**config.mk**
```make
export PLATFORM = sky130hd
export DESIGN_NAME = demux_chan_deserializer
export DESIGN_NICKNAME = d
export VERILOG_FILES = /design/src/rtl/demux_chan_deserializer.sv
export SDC_FILE = /design/constraint.sdc
export NUM_CORES = 1
export LEC_CHECK = 0
export BUFFER_PORTS_ARGS = -buffer_cell sky130_fd_sc_hd__buf_2
export CAP_MARGIN = 20
export CORE_ASPECT_RATIO = 0.5
export CORE_UTILIZATION = 55
export DETAILED_ROUTE_END_ITERATION = 10
export GPL_TIMING_DRIVEN = 0
export PLACE_DENSITY = 0.87
export SYNTH_ARGS = -nofsm -noshare
export SYNTH_HDL_FRONTEND = slang
export SYNTH_SLANG_ARGS = --single-unit
```
**constraint.sdc**
```tcl
create_clock -name clk -period 2.8 [get_ports clk]
set_clock_uncertainty 0.15 [all_clocks]
set_input_delay 0.84 -clock clk [delete_from_list [all_inputs] [get_ports clk]]
set_output_delay 0.84 -clock clk [all_outputs]
set_load 0.01 [all_outputs]
```
**src/rtl/demux_chan_deserializer.sv**
```systemverilog
// Two-channel serial-to-parallel stage behind a 1x2 demux: each one-hot channel
// assembles WIDTH-bit words into its own holding register with valid/ready output.
module demux_chan_deserializer #(
  parameter int WIDTH     = 8,
  parameter bit MSB_FIRST = 1'b1
) (
  input  logic             clk,
  input  logic             rst,
  input  logic             in_valid,
  input  logic             din,
  input  logic [1:0]       chan_oh,
  output logic             in_ready,
  output logic [WIDTH-1:0] out0_data,
  output logic             out0_valid,
  input  logic             out0_ready,
  output logic [WIDTH-1:0] out1_data,
  output logic             out1_valid,
  input  logic             out1_ready,
  output logic             err_sel
);

  localparam int CW = (WIDTH > 2) ? $clog2(WIDTH) : 1;

  typedef enum logic {
    S_FILL = 1'b0,
    S_WAIT = 1'b1
  } state_t;

  logic [1:0]       w_out_ready;
  logic [1:0]       w_valid;
  logic [1:0]       w_wait;
  logic [WIDTH-1:0] w_hold [2];
  logic             r_err;

  assign w_out_ready = {out1_ready, out0_ready};

  // Only a channel parked in WAIT stalls the input, and only while it is addressed.
  always_comb begin
    in_ready = 1'b1;
    if (chan_oh == 2'b01) in_ready = ~w_wait[0];
    else if (chan_oh == 2'b10) in_ready = ~w_wait[1];
  end

  generate
    for (genvar gi = 0; gi < 2; gi++) begin : g_chan
      localparam logic [1:0] OH = 2'(1 << gi);

      state_t           r_state, w_state_next;
      logic [WIDTH-1:0] r_acc, w_acc_next;
      logic [CW-1:0]    r_cnt, w_cnt_next;
      logic [WIDTH-1:0] r_hold, w_hold_next;
      logic             r_valid, w_valid_next;
      logic             w_accept, w_drain;
      logic [WIDTH-1:0] w_shift;

      assign w_accept = in_valid & in_ready & (chan_oh == OH);
      assign w_drain  = r_valid & w_out_ready[gi];
      assign w_shift  = MSB_FIRST ? {r_acc[WIDTH-2:0], din} : {din, r_acc[WIDTH-1:1]};

      always_ff @(posedge clk) begin
        if (rst) begin
          r_state <= S_FILL;
          r_acc   <= '0;
          r_cnt   <= '0;
          r_hold  <= '0;
          r_valid <= 1'b0;
        end else begin
          r_state <= w_state_next;
          r_acc   <= w_acc_next;
          r_cnt   <= w_cnt_next;
          r_hold  <= w_hold_next;
          r_valid <= w_valid_next;
        end
      end

      always_comb begin
        w_state_next = r_state;
        w_acc_next   = r_acc;
        w_cnt_next   = r_cnt;
        w_hold_next  = r_hold;
        w_valid_next = r_valid & ~w_drain;
        case (r_state)
          S_FILL: begin
            if (w_accept) begin
              w_acc_next = w_shift;
              if (r_cnt == CW'(WIDTH - 1)) begin
                w_cnt_next = '0;
                if (!r_valid || w_drain) begin
                  w_hold_next  = w_shift;
                  w_valid_next = 1'b1;
                end else begin
                  w_state_next = S_WAIT;
                end
              end else begin
                w_cnt_next = r_cnt + CW'(1);
              end
            end
          end
          S_WAIT: begin
            // Completed word parked in the accumulator moves up as the holding reg drains.
            if (w_drain) begin
              w_hold_next  = r_acc;
              w_valid_next = 1'b1;
              w_state_next = S_FILL;
            end
          end
          default: w_state_next = S_FILL;
        endcase
      end

      assign w_valid[gi] = r_valid;
      assign w_wait[gi]  = (r_state == S_WAIT);
      assign w_hold[gi]  = r_hold;
    end
  endgenerate

  always_ff @(posedge clk) begin
    if (rst) r_err <= 1'b0;
    else     r_err <= in_valid & ((chan_oh == 2'b00) | (chan_oh == 2'b11));
  end

  assign out0_data  = w_hold[0];
  assign out0_valid = w_valid[0];
  assign out1_data  = w_hold[1];
  assign out1_valid = w_valid[1];
  assign err_sel    = r_err;

endmodule

```
==> results by group <==
Drt
  – Routed wire length: approximately 3.8 mm
  – Via-to-Cell Ratio: between 5 and 6
  – DR pass1 iterations: 8
  – Vias after detailed routing: roughly 1600
  – Initial DRC count: approximately 100
  – Routed Antenna Nets: 0
  – Wirelength per Cell: 13.6 um
  – # DRC: 2

Critical path
  – Crit path capture type: output port
  – Crit path max fanout: 7
  – Critical path startpoint category: input pin
  – CP arrival: between 1500 and 2000 ps
  – CP required: ~1800 ps
  – WS Path Type: in -> out

Clock network
  – H-Tree Depth: 2
  – Root buffer cell: clkbuf_8
  – Worst-path clk slew: 80 ps
  – TritonCTS clock tree: yes
  – Clock Sinks: between 40 and 50
  – Postcts setup bufs: 0
  – Hold buffers post-CTS: 0
  – Clock Path Buffers: 2
  – Resized cells post-CTS: 0
  – Num CTS Buffers: 5
  – Worst skew pair latency: ~300 ps

Placed design
  – GPL Wtd Cong: roughly 0.77
  – PortBufs: 26
  – Detail Placement HPWL: ~2.7 mm

Timing
  – Slew @ Worst Pin: 634 ps
  – Final Hold Vio Count: 0
  – Fmax: approximately 380 MHz
  – Total negative slack: 0 ps
  – Final setup fails: 0
  – RSZ-0062 raised after global routing: no
  – Slew headroom: 0.576
  – Final period util: 0.940
  – Hold_ws: 310 ps
  – Slew Limit Fails: 0
  – Tmin final: roughly 2600 ps

Global routing
  – Vias in the first global route: around 1400
  – GRT Util Overall: 0.225
  – GR Overflow Total: 0
  – First-pass GRT wire length: between 6 and 7 mm
  – Largest net degree at the start of global routing: 14
  – Initial antenna violation count: 0

Power
  – Leak Pwr: between 0.8 and 0.9 nW
  – Max VDD drop: a little over 400 uV
  – Pwr dens: 541 mW/mm2

Yosys
  – Avg Inst Size Synth: ~9.0 um2
  – Yosys reg bits: 43
  – Synth Area in Simple Gates: 0.150
  – Compound-gate portion of the synthesized area: 0.155
  – Largest family of logic cells by synthesized area: compound AO/OA/AOI/OAI gates
  – Mapped cell area: 0.00186 mm2
  – Mapped Cells: 206
  – Mux share of post-synthesis cell area: 0.145
  – Post-Synth XOR/XNOR Area: 0
  – Syn_nets: 220
  – Adder-Cell Fraction of Synth Area: 0.0403
  – Yosys cell types: 25
  – Synth warnings: 0
  – Sequential share of the synthesized area: 0.462

Floorplanning
  – Die Ht: between 40 and 50 um
  – Row cnt: 14
  – Die width: 84.3 um
  – Boundary Pins: 28
  – Die area: between 0.003 and 0.004 mm2
  – Core ar.: approximately 0.0031 mm2
  – Initial core utilization: 0.598

Worst hold path
  – Hold Path Class: reg -> reg

Final layout
  – Most frequent cells in the layout: dfxtp_1, buf_2, mux2i_1
  – Diodes inserted: 0
  – Fin nets: 253
  – Register area: 861 um2
  – Share of layout cells above drive strength 1: 0.175
  – Multi-input gate area: 915 um2
  – Leading cell type in the layout, fill and taps excluded: dfxtp_1
  – Fillers: roughly 250
  – Area added between synthesis and finish: 16.0%

Run status
  – Status: complete, but fails checks
  – Failing checks: design-rule violations

Flow run
  – Max-cap violations: 0
-- critical path, stage by stage --
cell	delay, ps
buf_2	110
inv_1	50
ha_1	270
nand2_1	130
o21a_1	120
buf_2	130
-- stage by stage --
step / cell area (um2) / utilization / setup WS (ps) / cells / power [W]
final: 2160 / 0.693 / 169 / 280 / 0.00117
after detailed placement: 2040 / 0.655 / 135 / 272 / 0.000679
after global placement: 2040 / 0.655 / 200 / 272 / 0.000677
after global routing: 2160 / 0.693 / 105 / 280 / 0.00121
after floorplan: 1860 / - / 453 / 206 / 0.000662
after CTS: 2160 / 0.693 / 178 / 280 / 0.00118
-- routing by layer --
layer / share of wire / GRT usage
met4: 0.013 / 0.0828
met2: 0.49 / 0.415
met5: 0 / 0
met3: 0.050 / 0.0661
met1: 0.45 / 0.253
-- cell type report --
type,count,share of cell area
multi-input cells,145,0.423
flip-flops and latches,43,0.398
well taps,40,0.0232
inverters,4,0.00695
clock buffers,6,0.0382
plain buffers,14,0.0336
repair buffers,26,0.0602
clock inverters,2,0.0162
-- worst paths after layout --
path	start	slack (ps)	end	cells after the start
hold reg to reg	g_chan[0].r_acc[7]$_SDFFE_PP0P_	310	g_chan[0].r_acc[7]$_SDFFE_PP0P_	2
hold / removal	g_chan[0].r_acc[7]$_SDFFE_PP0P_	310	g_chan[0].r_acc[7]$_SDFFE_PP0P_	2
setup reg to reg	g_chan[1].r_cnt[0]$_SDFFE_PP0P_	750	out1_data[6]$_SDFFE_PP0P_	7
setup / recovery	chan_oh[1]	170	in_ready	6
-- sequential cells by signal, indices dropped and copies added, names as in the netlist --
name / flops
g_chan.r_acc: 16
out0_data: 8
out1_data: 8
g_chan.r_cnt: 6
g_chan.r_state: 2
err_sel: 1
out0_valid: 1
out1_valid: 1
-- cells in the mapped netlist --
| library cell | instances | area [um2] |
|---|---|---|
| nor3b_1 | 1 | 7.51 |
| o21ai_0 | 10 | 50.1 |
| nand3b_1 | 3 | 22.5 |
| a41oi_1 | 1 | 8.76 |
| nand2_1 | 26 | 97.6 |
| buf_6 | 1 | 11.3 |
| nand2b_1 | 1 | 6.26 |
| a22oi_2 | 1 | 12.5 |
| or3_1 | 8 | 50.1 |
| nor2_1 | 22 | 82.6 |
| a21oi_1 | 23 | 115 |
| a21o_1 | 1 | 7.51 |
| nand4b_1 | 1 | 8.76 |
| a31oi_1 | 2 | 12.5 |
| mux2i_1 | 27 | 270 |
| clkbuf_1 | 7 | 26.3 |
| nor3_1 | 1 | 5.00 |
| o21a_1 | 1 | 7.51 |
| clkbuf_2 | 1 | 5.00 |
| dfxtp_1 | 43 | 861 |
| a211oi_1 | 10 | 75.1 |
| inv_1 | 4 | 15.0 |
| buf_4 | 2 | 15.0 |
| buf_2 | 3 | 15.0 |
| ha_1 | 6 | 75.1 |
-- power breakdown --
part | switching (W) | total, W | leakage (nW) | internal, W
sequential | 0.00000273 | 0.000617 | 0.347 | 0.000615
combinational | 0.0000328 | 0.0000481 | 0.401 | 0.0000153
clock | 0.000216 | 0.000504 | 0.0612 | 0.000289
-- cells by family after synthesis --
family | count (synthesis)
adder cells (fa/ha/maj) | 6
buffers and inverters | 18
AND/OR/NAND/NOR | 63
flip-flops | 43
multiplexers | 27
AO/OA/AOI/OAI | 49
(Power assumes the default switching activity.)
